$ cat src/rtl/add_seq_pkg.sv
// add_seq_pkg: shared types and constants for the add_sequencer slice.
// Holds the sequencer state encoding, the default settle time and the
// width of the settle countdown.
package add_seq_pkg;

  // Default number of cycles the external ripple adder is given to settle.
  localparam int SETTLE_CYCLES_DEFAULT = 2;

  // The countdown width covers the legal settle range 1..15.
  localparam int SETTLE_CNT_W = 4;

  // Sequencer states: waiting for operands, waiting for the adder, presenting result.
  typedef enum logic [1:0] {
    IDLE   = 2'd0,
    SETTLE = 2'd1,
    HOLD   = 2'd2
  } seq_state_e;

  // Value loaded into the countdown on accept; the capture happens when it reaches zero,
  // so a settle time of N cycles needs a starting count of N-1.
  function automatic logic [SETTLE_CNT_W-1:0] settle_load_value(input int cycles);
    int v;
    v = cycles - 1;
    return v[SETTLE_CNT_W-1:0];
  endfunction

endpackage

$ cat src/rtl/settle_timer.sv
// settle_timer: loadable down-counter that flags when the adder has had
// enough cycles to settle. Holds at zero once expired.
module settle_timer #(
  parameter int CNT_W = 4
) (
  input  logic             clk,
  input  logic             reset,
  input  logic             load,
  input  logic [CNT_W-1:0] load_value,
  input  logic             count,
  output logic             done
);

  logic [CNT_W-1:0] r_count;

  // Countdown register: load wins over decrement, and the count never wraps below zero.
  // NOTE: asynchronous reset goes in the sensitivity list so the counter clears without a clock edge.
  always_ff @(posedge clk or posedge reset) begin
    if (reset) begin
      // NOTE: sequential state is always written with non-blocking assignments so every
      // flop samples the pre-edge values, independent of block evaluation order.
      r_count <= '0;
    end else if (load) begin
      r_count <= load_value;
    end else if (count && (r_count != '0)) begin
      r_count <= r_count - CNT_W'(1);
    end
  end

  assign done = (r_count == '0);

endmodule

$ cat src/rtl/add_sequencer.sv
// add_sequencer: accepts one operand pair at a time, drives it to an
// external ripple adder, waits SETTLE_CYCLES for the carry chain to settle,
// captures the adder's sum and internal carries, and holds them until the
// downstream consumer takes them. No arithmetic is done here.
// Optional feature: define ADD_SEQUENCER_STATS_EN to add a saturating
// 16-bit op_count output counting completed output handshakes.
module add_sequencer
  import add_seq_pkg::*;
#(
  parameter int DATA_WIDTH    = 8,
  parameter int SETTLE_CYCLES = SETTLE_CYCLES_DEFAULT
) (
  input  logic                  clk,
  input  logic                  reset,
  // Upstream operand interface
  input  logic                  in_valid,
  output logic                  in_ready,
  input  logic [DATA_WIDTH-1:0] in_a,
  input  logic [DATA_WIDTH-1:0] in_b,
  // External ripple adder interface
  output logic [DATA_WIDTH-1:0] add_a,
  output logic [DATA_WIDTH-1:0] add_b,
  input  logic [DATA_WIDTH:0]   add_sum,
  input  logic [DATA_WIDTH-1:0] add_cout_int,
  // Downstream result interface
  output logic                  out_valid,
  input  logic                  out_ready,
  output logic [DATA_WIDTH:0]   out_sum,
  output logic [DATA_WIDTH-1:0] out_carries
`ifdef ADD_SEQUENCER_STATS_EN
  ,
  output logic [15:0]           op_count
`endif
);

  localparam logic [SETTLE_CNT_W-1:0] LP_SETTLE_LOAD = settle_load_value(SETTLE_CYCLES);

  seq_state_e            r_state;
  seq_state_e            w_next_state;
  logic                  w_load;
  logic                  w_count_en;
  logic                  w_capture;
  logic                  w_out_hs;
  logic                  w_timer_done;

  logic [DATA_WIDTH-1:0] r_add_a;
  logic [DATA_WIDTH-1:0] r_add_b;
  logic [DATA_WIDTH:0]   r_out_sum;
  logic [DATA_WIDTH-1:0] r_out_carries;

  // Handshake qualifiers derived directly from the state register.
  // in_ready is masked by reset so it reads low for the whole reset pulse.
  assign in_ready  = (r_state == IDLE) && !reset;
  assign out_valid = (r_state == HOLD);
  assign w_out_hs  = out_valid && out_ready;

  // Countdown that paces the SETTLE phase.
  settle_timer #(
    .CNT_W (SETTLE_CNT_W)
  ) u_settle_timer (
    .clk        (clk),
    .reset      (reset),
    .load       (w_load),
    .load_value (LP_SETTLE_LOAD),
    .count      (w_count_en),
    .done       (w_timer_done)
  );

  // State register.
  always_ff @(posedge clk or posedge reset) begin
    if (reset) begin
      r_state <= IDLE;
    end else begin
      r_state <= w_next_state;
    end
  end

  // Next-state and control strobes; one transaction in flight at a time.
  always_comb begin
    // NOTE: every signal driven here gets a default first, so no path leaves one
    // unassigned and no latch is inferred.
    w_next_state = r_state;
    w_load       = 1'b0;
    w_count_en   = 1'b0;
    w_capture    = 1'b0;
    case (r_state)
      IDLE: begin
        if (in_valid) begin
          w_load       = 1'b1;
          w_next_state = SETTLE;
        end
      end
      SETTLE: begin
        if (w_timer_done) begin
          w_capture    = 1'b1;
          w_next_state = HOLD;
        end else begin
          w_count_en = 1'b1;
        end
      end
      HOLD: begin
        if (w_out_hs) begin
          w_next_state = IDLE;
        end
      end
      default: begin
        w_next_state = IDLE;
      end
    endcase
  end

  // Operand registers feeding the adder; they only change on accept, so they
  // stay steady through SETTLE and HOLD.
  always_ff @(posedge clk or posedge reset) begin
    if (reset) begin
      r_add_a <= '0;
      r_add_b <= '0;
    end else if (w_load) begin
      r_add_a <= in_a;
      r_add_b <= in_b;
    end
  end

  // Result registers: snapshot of the adder outputs once the carry chain has settled.
  always_ff @(posedge clk or posedge reset) begin
    if (reset) begin
      r_out_sum     <= '0;
      r_out_carries <= '0;
    end else if (w_capture) begin
      r_out_sum     <= add_sum;
      r_out_carries <= add_cout_int;
    end
  end

  assign add_a       = r_add_a;
  assign add_b       = r_add_b;
  assign out_sum     = r_out_sum;
  assign out_carries = r_out_carries;

`ifdef ADD_SEQUENCER_STATS_EN
  logic [15:0] r_op_count;

  // Completed-transaction counter, saturating rather than wrapping.
  always_ff @(posedge clk or posedge reset) begin
    if (reset) begin
      r_op_count <= '0;
    end else if (w_out_hs && (r_op_count != 16'hFFFF)) begin
      r_op_count <= r_op_count + 16'd1;
    end
  end

  assign op_count = r_op_count;
`endif

endmodule

$ cat config.mk
export PLATFORM = sky130hd
export DESIGN_NAME = add_sequencer
export DESIGN_NICKNAME = d
export VERILOG_FILES = /design/src/rtl/add_seq_pkg.sv /design/src/rtl/settle_timer.sv /design/src/rtl/add_sequencer.sv
export SDC_FILE = /design/constraint.sdc
export NUM_CORES = 1
export LEC_CHECK = 0
export ABC_AREA = 1
export BUFFER_PORTS_ARGS = -buffer_cell sky130_fd_sc_hd__buf_2
export CAP_MARGIN = 20
export CORE_MARGIN = 5
export CORE_UTILIZATION = 47
export DETAILED_ROUTE_END_ITERATION = 6
export PLACE_DENSITY = 0.9
export SETUP_SLACK_MARGIN = 0.3
export SYNTH_ARGS = -nofsm -noshare
export SYNTH_HDL_FRONTEND = slang
export SYNTH_HIERARCHICAL = 1
export SYNTH_SLANG_ARGS = --single-unit
$ cat constraint.sdc
create_clock -name clk -period 2.5 [get_ports clk]
set_clock_uncertainty 0.2 [all_clocks]
set_input_delay 0.375 -clock clk [delete_from_list [all_inputs] [get_ports clk]]
set_output_delay 0.375 -clock clk [all_outputs]
set_load 0.03 [all_outputs]
Word-level counts from Yosys, hierarchy flattened

Index checks and enable logic that the tools add are counted.

Bits in registers: 39
Bits of input ports: 37
Output and inout port bits: 35
Logic and storage cells: 33

Add/subtract/negate cells: 1
Equal/unequal tests: 5
Mux-type cells: 12
Reduce and logical (&&, ||, !) cells: 9

Operator list:

| kind                                                                    | count |
|---|---|
| 4-bit two-way mux                                                       | 2 |
| 1-bit two-way mux                                                       | 6 |
| 2-bit two-way mux                                                       | 3 |
| 2-bit case mux with 3 select lines                                      | 1 |
| 4-bit logical NOT                                                       | 1 |
| 2-bit by 1-bit inequality test with 1-bit output, second input constant | 2 |
| 4-bit nonzero test                                                      | 1 |
| 4-bit by 1-bit subtractor with 4-bit output, second input constant      | 1 |
| 1-bit logical AND                                                       | 3 |
| 3-bit AND reduction                                                     | 1 |
| 2-bit by 1-bit equality test with 1-bit output, second input constant   | 1 |
| 2-bit equality test, second input constant                              | 1 |
| 2-bit logical NOT                                                       | 1 |
| 2-bit inequality test, second input constant                            | 1 |
| 2-bit nonzero test                                                      | 1 |
| 1-bit logical NOT                                                       | 1 |

Depth between registers and ports, before layout

Gate-level depths: netlist of run 1.

Depth after elaboration: 6
Depth in mapped cells: 11
Depth with buffers taken out: 9

By module

The synthesis of run 1 kept the hierarchy.

By module, submodules not included:

| module        | times used | cells each | area each (µm²) | seq. area each (µm²) |
|---|---|---|---|---|
| add_sequencer | 1          | 160        | 1472.7          | 875.8 |
| settle_timer  | 1          | 47         | 299.0           | 100.1 |

Worst setup path before layout of run 1

Ideal clock, no wire load.

Path type: flip-flop to output port
Start point: register r_state[0]
End point: output in_ready
Data arrival time: 1.331 ns
Required time: 1.925 ns
Path slack: 0.594 ns
Cell stages (with the launch flop): 3
Path buffers: 1
Cell sequence: dfrtp_1 > buf_2 > nor3_1

Word-level cells in the longest chain between the ends: 2

Ends and longest elaborated chain:

| item                   | RTL line            | text |
|---|---|---|
| from (decl)            | add_sequencer.sv:38 | `seq_state_e r_state;` |
| from (signal assigned) | add_sequencer.sv:74 | `r_state <= w_next_state;` |
| 2-bit logical NOT      | add_sequencer.sv:53 | `assign in_ready = (r_state == IDLE) && !reset;` |
| 1-bit logical AND      | add_sequencer.sv:53 |  |
| to (decl)              | add_sequencer.sv:17 | `output logic in_ready,` |

No other way between the ends.

Worst setup path after layout of run 1

Start point: input reset
End point: output in_ready

Word-level cells in the longest chain between the ends: 2

Ends and longest elaborated chain:

| item                               | RTL line            | text |
|---|---|---|
| from (decl)                        | add_sequencer.sv:14 | `input logic reset,` |
| 1-bit logical NOT (no source line) | -                   |  |
| 1-bit logical AND                  | add_sequencer.sv:53 |  |

No other way between the ends.

==> impl_metrics.env, run 1 <==
export IMPL_area_delta_synth_final_pct=26.6
export IMPL_grt_overflow_total=0
export IMPL_clockRootBuffer="clkbuf_8"
export IMPL_drt_wl_total_um=4000
export IMPL_nNetsFinal=319
export IMPL_synth_top_family_by_area="simple AND/OR/NAND/NOR gates"
export IMPL_cp_slowest_cell="dlygate4sd3_1"
export IMPL_htree_levels=2
export IMPL_wl_per_cell_um=12.1
export IMPL_dieWidth_um=71.4
export IMPL_path_clk_slew_ns=0.07
export IMPL_clock_sinks=39
export IMPL_seq_area_frac_synth=0.551
export IMPL_fin_crit_sh=0.846
export IMPL_wl_met3_um=366
export IMPL_r2r_start="r_state[1]$_DFFE_PP0P_"
export IMPL_cp_start_kind="input pin"
export IMPL_clk_path_buf_depth=2
export IMPL_grt_max_degree=36
export IMPL_slew_viol_final=0
export IMPL_synth_fa_ha_area_frac=0.00706
export IMPL_reg2reg_slack_ns=0.65
export IMPL_crit_arrival_ns=1.54
export IMPL_drt_vias_per_instance=4.89
export IMPL_hold_viol=0
export IMPL_drt_antenna_violating_nets=0
export IMPL_crit_buf_inv=3
export IMPL_crit_path_max_fanout=3
export IMPL_critical_path_class="in2out"
export IMPL_cp_required_ns=1.92
export IMPL_syn_inst=207
export IMPL_final_cell_mix="nand2_1, buf_2, dfrtp_1, nand3_1, nand4_1"
export IMPL_fin_setup_tns_ns=0
export IMPL_vias=1615
export IMPL_power_leakage_nw=1.31
export IMPL_m1WireLength_um=1780
export IMPL_start_util=0.484
export IMPL_wl_met2_um=1800
export IMPL_die_area_um2=5100
export IMPL_hpwl_um=2980
export IMPL_cpPeakStageDelay_ns=0.53
export IMPL_grt_pass1_vias=1529
export IMPL_ios=72
export IMPL_final_common_cell="nand2_1"
export IMPL_max_freq_ghz=0.473
export IMPL_ys_ff_latch=39
export IMPL_core_area_um2=3660
export IMPL_rsz0062_at_grt="no"
export IMPL_insertion_delay_ns=0.29
export IMPL_highest_layer="met4"
export IMPL_period_needed_ns=2.12
export IMPL_worst_r2r_cell_count=8
export IMPL_crit_family="buffers and inverters"
export IMPL_hp_class="in2reg"
export IMPL_dr_pass1_iters=4
export IMPL_crit_chain="dlygate4sd3_1 -> buf_2 -> nor3_1 -> buf_2"
export IMPL_cts_buffers_inserted=5
export IMPL_power_per_cell_area_nw_per_um2=1500
export IMPL_r2r_end="u_settle_timer/r_count[3]$_DFFE_PP0P_"
export IMPL_antenna_found_initial=0
export IMPL_ys_warn_count=6
export IMPL_die_h_um=71.4
export IMPL_n_fill_cell=334
export IMPL_irDropWorstVdd_mv=0.632
export IMPL_setup_violations=0
export IMPL_first_iter_violations=55
export IMPL_synthMuxAreaShare=0
export IMPL_io_buffers=71
export IMPL_end_kind="primary output"
export IMPL_synth_simple_area_share=0.359
export IMPL_avgSynthCellArea_um2=8.56
export IMPL_grt_pass1_wl_um=6590
export IMPL_min_to="r_state[1]$_DFFE_PP0P_"
export IMPL_whs_path_depth=2
export IMPL_synthDistinctLibCells=21
export IMPL_synth_compound_area_frac=0.0113
export IMPL_cts_resized=0
export IMPL_synthesis_area_um2=1770
export IMPL_post_dp_cell_area_um2=2150
export IMPL_drive_above_1_share=0.319
export IMPL_tritoncts="done"
export IMPL_maxCapViolCount=0
export IMPL_track_usage=0.167
export IMPL_cpMostUsedCell="buf_2"
export IMPL_min_from="out_ready"
export IMPL_outcome="completed"
export IMPL_antenna_cells=0
export IMPL_rows=22
export IMPL_final_cell_area_um2=2240
export IMPL_synth_xor_area_frac=0
export IMPL_drcViolationCount=0
export IMPL_gp_congestion=0.801
## per-layer routing
layer  track usage  up-vias
li1              -      814
met1         0.200      737
met2         0.268       60
met3        0.0631        4
met4        0.0710        0
met5             0        -
## stage by stage
| stage | worst slack (ns) | util | cells | hold slack (ns) | total power (W) |
|---|---|---|---|---|---|
| detailed placement | 0.637 | 0.586 | 321 | 0.104 | 0.00299 |
| floorplan | 0.594 | - | 209 | -0.0589 | 0.00252 |
| CTS | 0.396 | 0.612 | 330 | 0.0951 | 0.00339 |
| global route | 0.346 | 0.612 | 330 | 0.0908 | 0.00365 |
| global placement | 0.695 | 0.586 | 321 | 0.102 | 0.00294 |
| finish | 0.384 | 0.612 | 330 | 0.105 | 0.00336 |
## worst max path at each step
| stage | start | end | slack [ns] | cells past startpoint |
|---|---|---|---|---|
| after CTS | reset | in_ready | 0.40 | 4 |
| final | reset | in_ready | 0.38 | 4 |
| after global placement | r_state[1]$_DFFE_PP0P_ | u_settle_timer/r_count[3]$_DFFE_PP0P_ | 0.69 | 8 |
| after detailed placement | r_state[1]$_DFFE_PP0P_ | u_settle_timer/r_count[3]$_DFFE_PP0P_ | 0.64 | 8 |
| after floorplan | r_state[0]$_DFFE_PP0P_ | in_ready | 0.59 | 2 |
| after global routing | reset | in_ready | 0.35 | 4 |
## synth_stat cells
cell type | number | area (um2)
nand2_2 | 2 | 12.5
nor2_2 | 1 | 6.26
nand2_4 | 2 | 22.5
buf_6 | 2 | 22.5
buf_4 | 3 | 22.5
nand2_1 | 89 | 334
nand3b_1 | 2 | 15.0
inv_2 | 2 | 7.51
nand3_4 | 1 | 17.5
nand4_1 | 17 | 106
buf_2 | 5 | 25.0
o21ai_0 | 4 | 20.0
ha_1 | 1 | 12.5
clkinv_1 | 1 | 3.75
conb_1 | 2 | 7.51
nor2_4 | 1 | 11.3
inv_1 | 10 | 37.5
nor3_1 | 1 | 5.00
nand3_1 | 19 | 95.1
nor2_1 | 3 | 11.3
dfrtp_1 | 39 | 976
## final cells by class
| class | instances | area (um2) | area share |
|---|---|---|---|
| flip-flops and latches | 39 | 976 | 0.435 |
| repair buffers | 75 | 388 | 0.173 |
| inverters | 13 | 48.8 | 0.0218 |
| clock buffers | 6 | 72.6 | 0.0324 |
| clock inverters | 2 | 12.5 | 0.00558 |
| well taps | 48 | 60.1 | 0.0268 |
| multi-input cells | 147 | 684 | 0.305 |
## flip-flops by register name (all words and copies together) (netlist names)
name	flops
r_state	2
u_settle_timer/r_count	4
add_b	8
out_carries	8
add_a	8
out_sum	9
## cell families (layout without fill, tap and decap cells)
family                   Yosys count  count (layout)
buffers and inverters             23              96
flip-flops                        39              39
AND/OR/NAND/NOR                  138             138
other                              2               4
AO/OA/AOI/OAI                      4               4
adder cells (fa/ha/maj)            1               1
## power by group
part           switching (W)  internal [W]  total, W  leakage, nW
Sequential          0.000180      0.000946   0.00113        0.481
Clock               0.000209      0.000195  0.000404       0.0412
Combinational        0.00131      0.000523   0.00183        0.790
## what timing repair did
item	in CTS	in global routing
setup buffers	0	0
hold buffers	1	0
endpoints found under the hold margin	4	0
setup endpoints to repair	0	0
No activity file was read; power rests on OpenSTA's default activity.
==> run 2: changes to the inputs <==
--- a/config.mk
+++ b/config.mk
@@ -5,13 +5,13 @@
 export SDC_FILE = /design/constraint.sdc
 export NUM_CORES = 1
 export LEC_CHECK = 0
-export ABC_AREA = 1
+export ABC_AREA = 0
 export BUFFER_PORTS_ARGS = -buffer_cell sky130_fd_sc_hd__buf_2
 export CAP_MARGIN = 20
 export CORE_MARGIN = 5
-export CORE_UTILIZATION = 47
+export CORE_UTILIZATION = 42
 export DETAILED_ROUTE_END_ITERATION = 6
-export PLACE_DENSITY = 0.9
+export PLACE_DENSITY = 0.87
 export SETUP_SLACK_MARGIN = 0.3
 export SYNTH_ARGS = -nofsm -noshare
 export SYNTH_HDL_FRONTEND = slang
==> constraint.sdc (replaced) <==
create_clock -name clk -period 1.9 [get_ports clk]
set_clock_uncertainty 0.2 [all_clocks]
set_input_delay 0.285 -clock clk [delete_from_list [all_inputs] [get_ports clk]]
set_output_delay 0.285 -clock clk [all_outputs]
set_load 0.03 [all_outputs]
==> impl_metrics.env, run 2 <==
export IMPL_power_per_cell_area_nw_per_um2=2000
export IMPL_switching_power_w=0.00226
export IMPL_r2r_end="u_settle_timer/r_count[3]$_DFFE_PP0P_"
export IMPL_die_area_um2=5340
export IMPL_max_freq_ghz=0.473
export IMPL_synth_xor_area_frac=0
export IMPL_die_h_um=73.1
export IMPL_synth_ff_type="dfrtp_1"
export IMPL_synth_area_top_cells="dfrtp_1, mux2_2, mux2_4"
export IMPL_grt_overflow_total=0
export IMPL_antenna_cells=0
export IMPL_crit_arrival_ns=2.09
export IMPL_drcViolationCount=0
export IMPL_switching_share=0.418
export IMPL_fin_crit_sh=1.11
export IMPL_clk_path_buf_depth=2
export IMPL_worst_r2r_cell_count=8
export IMPL_power_leakage_nw=1.40
export IMPL_violations="negative setup slack"
export IMPL_power_frac_seq=0.283
export IMPL_synthesis_area_um2=1670
export IMPL_synth_fa_ha_area_frac=0.00749
export IMPL_drt_antenna_violating_nets=0
export IMPL_min_from="add_cout_int[5]"
export IMPL_io_buffers=71
export IMPL_final_common_cell="buf_2"
export IMPL_finalPower_w=0.00541
export IMPL_synth_edff_count=0
export IMPL_setup_violations=21
export IMPL_whs_ns=0.0203
export IMPL_slew_viol_final=0
export IMPL_synth_simple_area_share=0.0891
export IMPL_final_cell_mix="buf_2, dfrtp_1, buf_4, mux2_4, mux2_2"
export IMPL_crit_buf_inv=2
export IMPL_n_fill_cell=277
export IMPL_dieWidth_um=73.1
export IMPL_clock_sinks=39
export IMPL_synth_top_area_share=0.584
export IMPL_nNetsFinal=265
export IMPL_critical_path_class="reg2reg"
export IMPL_final_cell_area_um2=2700
export IMPL_yosysMostFrequentCell="dfrtp_1"
export IMPL_comb_power_share=0.610
export IMPL_utilization=0.691
export IMPL_syn_inst=111
export IMPL_ys_ff_latch=39
export IMPL_hold_viol=0
export IMPL_synth_area_leader_cell="dfrtp_1"
export IMPL_crit_path_max_fanout=4
export IMPL_synthMuxAreaShare=0.243
export IMPL_hp_class="in2reg"
export IMPL_crit_chain="inv_2 -> ha_4 -> or3b_4 -> clkinv_4 -> nor3b_4 -> nor4b_4 -> nor3b_2 -> a221o_1"
export IMPL_cpPeakStageDelay_ns=0.38
export IMPL_yosys_top_cells_count="dfrtp_1, mux2_2, mux2_4, inv_1, a21oi_1"
export IMPL_drt_wl_total_um=5120
export IMPL_min_to="out_carries[5]$_DFFE_PP0P_"
export IMPL_cp_slowest_cell="dfrtp_1"
export IMPL_clockRootBuffer="clkbuf_8"
export IMPL_grt_pass1_vias=1391
export IMPL_end_kind="flip-flop"
export IMPL_synth_compound_area_frac=0.0375
export IMPL_drt_vias_per_instance=4.99
export IMPL_post_dp_cell_area_um2=2180
export IMPL_period_needed_ns=2.11
export IMPL_avgSynthCellArea_um2=15.0
export IMPL_dr_pass1_iters=4
export IMPL_rsz0062_at_grt="yes"
export IMPL_cp_start_kind="flip-flop"
export IMPL_grt_max_degree=33
export IMPL_placed_cells=240
export IMPL_grt_pass1_wl_um=6720
export IMPL_cellInternalPower_w=0.00315
export IMPL_power_frac_clock=0.108
export IMPL_drive_above_1_share=0.728
export IMPL_htree_levels=2
export IMPL_synth_top_family_by_area="multiplexers"
export IMPL_ios=72
export IMPL_whs_path_depth=2
export IMPL_start_util=0.427
export IMPL_gp_congestion=0.801
export IMPL_r2r_start="u_settle_timer/r_count[1]$_DFFE_PP0P_"
export IMPL_synthArstFlopShare=1.00
export IMPL_rows=23
export IMPL_first_iter_violations=47
export IMPL_wl_per_cell_um=18.4
export IMPL_path_clk_slew_ns=0.07
export IMPL_cts_buffers_inserted=5
export IMPL_cp_required_ns=1.87
export IMPL_tritoncts="done"
export IMPL_core_area_um2=3910
export IMPL_track_usage=0.166
export IMPL_insertion_delay_ns=0.29
export IMPL_vias=1387
export IMPL_final_instance_count_excl_fill=278
export IMPL_antenna_found_initial=0
export IMPL_ys_warn_count=6
export IMPL_crit_family="simple AND/OR/NAND/NOR gates"
export IMPL_hpwl_um=2630
export IMPL_reg2reg_slack_ns=-0.21
export IMPL_maxCapViolCount=0
export IMPL_largest_register_ff_count=9
export IMPL_area_delta_synth_final_pct=61.9
export IMPL_outcome="complete, but fails checks"
export IMPL_synthDistinctLibCells=26
export IMPL_fin_ws_ns=-0.213
export IMPL_seq_area_frac_synth=0.584
export IMPL_irDropWorstVdd_mv=1.17
-- run 2: cell count changes after synthesis, moves of 4 or more --
| cell | delta |
|---|---|
| mux2_4 | +9 |
| nand3_1 | -19 |
| mux2_2 | +24 |
| buf_2 | -5 |
| a21oi_1 | +4 |
| nand4_1 | -17 |
| inv_1 | -4 |
| nand2_1 | -86 |
-- run 2: timing repair --
item	in CTS	in global routing
endpoints found under the setup margin	30	41
gates cloned	4	1
hold buffers	2	0
resized for setup	12	23
pin swaps	5	3
endpoints found under the hold margin	8	0
setup buffers	10	13
-- run 2: through the flow --
stage | setup TNS (ns) | setup WS, ns
floorplan | -0.944 | -0.166
global placement | -0.669 | -0.0408
detailed placement | -1.43 | -0.0813
CTS | -0.271 | -0.0540
global route | -3.39 | -0.272
finish | -2.38 | -0.213
-- run 2: per-layer routing --
layer	global-route usage	routed length (um)
met5	0	0
met4	0.0553	146
met3	0.0565	344
met2	0.281	2680
met1	0.196	1950
-- run 2: layout make-up --
| class | instances | area [um2] | area share |
|---|---|---|---|
| inverter | 6 | 27.5 | 0.0102 |
| sequential | 39 | 978 | 0.362 |
| timing repair buffer | 107 | 734 | 0.272 |
| clock buffer | 7 | 86.3 | 0.0319 |
| tap | 50 | 62.6 | 0.0231 |
| clock inverter | 1 | 8.76 | 0.00324 |
| multi-input combinational | 68 | 806 | 0.298 |
-- run 2: power by group through the flow --
stage,Sequential (W),Combinational [W],Clock (W)
2_1_floorplan,0.00226,0.00101,0
3_3_place_gp,0.00150,0.00240,0
3_5_place_dp,0.00153,0.00245,0
4_1_cts,0.00151,0.00286,0.000589
5_1_grt,0.00159,0.00348,0.000624
6_report,0.00153,0.00330,0.000583
-- run 2: kinds of logic after synthesis --
logic type               Yosys count
AND/OR/NAND/NOR                   17
flip-flops                        39
other                              2
AO/OA/AOI/OAI                     10
adder cells (fa/ha/maj)            1
multiplexers                      33
buffers and inverters              9
-- run 2: how the worst max path moves through the flow --
stage / from / end / slack [ns] / cells after the start
global placement: u_settle_timer/r_count[0]$_DFFE_PP0P_ / out_sum[0]$_DFFE_PP0P_ / -0.04 / 6
detailed placement: u_settle_timer/r_count[0]$_DFFE_PP0P_ / out_carries[3]$_DFFE_PP0P_ / -0.08 / 6
global route: u_settle_timer/r_count[1]$_DFFE_PP0P_ / u_settle_timer/r_count[3]$_DFFE_PP0P_ / -0.27 / 8
finish: u_settle_timer/r_count[1]$_DFFE_PP0P_ / u_settle_timer/r_count[3]$_DFFE_PP0P_ / -0.21 / 8
CTS: u_settle_timer/r_count[1]$_DFFE_PP0P_ / u_settle_timer/r_count[3]$_DFFE_PP0P_ / -0.05 / 8
floorplan: u_settle_timer/r_count[0]$_DFFE_PP0P_ / u_settle_timer/r_count[3]$_DFFE_PP0P_ / -0.17 / 8
==> run 3: changes to the inputs <==
--- a/config.mk
+++ b/config.mk
@@ -5,11 +5,11 @@
 export SDC_FILE = /design/constraint.sdc
 export NUM_CORES = 1
 export LEC_CHECK = 0
-export ABC_AREA = 0
+export ABC_AREA = 1
 export BUFFER_PORTS_ARGS = -buffer_cell sky130_fd_sc_hd__buf_2
 export CAP_MARGIN = 20
 export CORE_MARGIN = 5
-export CORE_UTILIZATION = 42
+export CORE_UTILIZATION = 43
 export DETAILED_ROUTE_END_ITERATION = 6
 export PLACE_DENSITY = 0.87
 export SETUP_SLACK_MARGIN = 0.3
==> impl_metrics.env, run 3 (same netlist as run 1, synthesis figures left out) <==
export IMPL_cp_depth=3
export IMPL_rsz0062_at_grt="yes"
export IMPL_r2r_end="u_settle_timer/r_count[2]$_DFFE_PP0P_"
export IMPL_ios=72
export IMPL_gp_congestion=0.880
export IMPL_start_util=0.443
export IMPL_cp_slowest_cell="dfrtp_1"
export IMPL_crit_arrival_ns=1.14
export IMPL_drive_above_1_share=0.388
export IMPL_largest_register_ff_count=9
export IMPL_htree_levels=2
export IMPL_crit_family="flip-flops"
export IMPL_setup_violations=0
export IMPL_drt_antenna_violating_nets=0
export IMPL_hpwl_um=3210
export IMPL_io_buffers=71
export IMPL_antenna_found_initial=0
export IMPL_critical_path_class="reg2out"
export IMPL_maxCapViolCount=0
export IMPL_grt_util_met2=0.310
export IMPL_cts_buffers_inserted=5
export IMPL_cp_start_kind="flip-flop"
export IMPL_track_usage=0.175
export IMPL_power_leakage_nw=1.42
export IMPL_switching_share=0.475
export IMPL_antenna_cells=0
export IMPL_crit_buf_inv=2
export IMPL_end_kind="primary output"
export IMPL_met3_usage=0.0324
export IMPL_vias=1709
export IMPL_final_cell_mix="nand2_1, buf_2, dfrtp_1, nand3_1, nand4_1"
export IMPL_use_met1=0.208
export IMPL_period_needed_ns=1.62
export IMPL_first_iter_violations=72
export IMPL_slew_viol_final=0
export IMPL_grt_max_degree=26
export IMPL_finalPower_w=0.00518
export IMPL_fin_setup_tns_ns=0
export IMPL_tritoncts="done"
export IMPL_path_clk_slew_ns=0.07
export IMPL_max_freq_ghz=0.616
export IMPL_switching_power_w=0.00246
export IMPL_die_h_um=74.2
export IMPL_irDropWorstVdd_mv=1.01
export IMPL_clock_sinks=39
export IMPL_cp_required_ns=1.41
export IMPL_drt_wl_total_um=4690
export IMPL_grt_busiest_layer="met2"
export IMPL_worstSetupStartpoint="r_state[0]$_DFFE_PP0P_"
export IMPL_nNetsFinal=337
export IMPL_endpoint="in_ready"
export IMPL_final_instance_count_excl_fill=349
export IMPL_die_area_um2=5500
export IMPL_r2r_start="r_state[0]$_DFFE_PP0P_"
export IMPL_insertion_delay_ns=0.28
export IMPL_clk_path_buf_depth=2
export IMPL_wl_per_cell_um=13.4
export IMPL_power_per_cell_area_nw_per_um2=2040
export IMPL_drt_vias_per_instance=4.90
export IMPL_hp_class="in2reg"
export IMPL_outcome="completed"
export IMPL_clockRootBuffer="clkbuf_8"
export IMPL_grt_overflow_total=0
export IMPL_dieWidth_um=74.2
export IMPL_power_frac_clock=0.125
export IMPL_dr_pass1_iters=4
export IMPL_rows=23
export IMPL_cpPeakStageDelay_ns=0.43
export IMPL_hold_viol=0
export IMPL_comb_power_share=0.584
export IMPL_cellInternalPower_w=0.00272
export IMPL_placed_cells=325
export IMPL_crit_chain="buf_12 -> nor3_4 -> buf_6"
export IMPL_drcViolationCount=0
export IMPL_reg2reg_slack_ns=0.32
export IMPL_core_area_um2=4000
export IMPL_fin_crit_sh=0.854
export IMPL_grt_pass1_vias=1654
export IMPL_power_frac_seq=0.291
export IMPL_final_common_cell="nand2_1"
export IMPL_crit_path_max_fanout=4
export IMPL_worst_r2r_cell_count=9
export IMPL_grt_pass1_wl_um=7360
export IMPL_area_delta_synth_final_pct=43.4
-- run 3: cell count changes in the layout (fill, tap and decap cells not counted), moves of 3 or more --
cell | previous run | this run
buf_4 | 23 | 15
a21oi_1 | 3 | 0
o21ai_0 | 0 | 4
nand2_2 | 0 | 3
mux2_4 | 19 | 0
nand3_1 | 0 | 19
nand3b_4 | 4 | 0
mux2_2 | 14 | 0
inv_1 | 2 | 5
nand4_1 | 0 | 17
buf_6 | 9 | 3
nand2_1 | 3 | 88
-- run 3: stage by stage --
step	setup slack (ns)	util	hold slack, ns	cell area (um2)
floorplan	0.270	-	-0.149	1820
global placement	0.338	0.551	0.00892	2210
detailed placement	0.308	0.551	0.0116	2210
CTS	0.264	0.609	0.00990	2440
global route	0.223	0.635	0.0183	2540
finish	0.277	0.635	0.0108	2540
-- run 3: cell type report --
class | count | area [um2]
Tap cell | 50 | 62.6
Sequential cell | 39 | 976
Inverter | 13 | 60.1
Timing Repair Buffer | 92 | 594
Multi-Input combinational cell | 148 | 744
Clock inverter | 1 | 30.0
Fill cell | 336 | 1460
Clock buffer | 6 | 72.6
-- run 3: timing repair --
action / 4_1_cts / 5_1_grt
setup buffers: 5 / 9
pin swaps: 2 / 1
endpoints found under the hold margin: 14 / 0
gates resized for setup: 12 / 6
hold buffers: 1 / 0
gates cloned: 2 / 0
setup endpoints to repair: 3 / 24
-- run 3: power by group through the flow --
stage	clock network [W]	registers, W	logic [W]
global placement	0	0.00149	0.00249
detailed placement	0	0.00150	0.00255
floorplan	0	0.00217	0.00123
finish	0.000646	0.00151	0.00302
global route	0.000693	0.00155	0.00329
CTS	0.000668	0.00150	0.00281
-- run 3: worst min-delay path by stage --
stage | end | startpoint | cells past startpoint
finish | r_state[1]$_DFFE_PP0P_ | out_ready | 2
global route | r_state[1]$_DFFE_PP0P_ | out_ready | 2
CTS | r_state[1]$_DFFE_PP0P_ | out_ready | 2
detailed placement | u_settle_timer/r_count[0]$_DFFE_PP0P_ | reset | 2
global placement | u_settle_timer/r_count[2]$_DFFE_PP0P_ | reset | 2
floorplan | u_settle_timer/r_count[0]$_DFFE_PP0P_ | reset | 1
-- run 3: worst reg2reg max path, cell delays in order, from the launching register on --
cell	delay (ns)
dfrtp_1	0.43
buf_4	0.16
nor2_4	0.17
nand2_8	0.09
clkinvlp_4	0.15
inv_4	0.06
nand2_1	0.07
nand2_1	0.05
nand2_1	0.06
nand2_1	0.04
-- run 3: metal layers --
| layer | share of wire | routed length (um) | vias up |
|---|---|---|---|
| li1 | - | - | 845 |
| met1 | 0.41 | 1930 | 768 |
| met2 | 0.49 | 2300 | 84 |
| met3 | 0.079 | 369 | 12 |
| met4 | 0.019 | 89 | 0 |
| met5 | 0 | 0 | - |
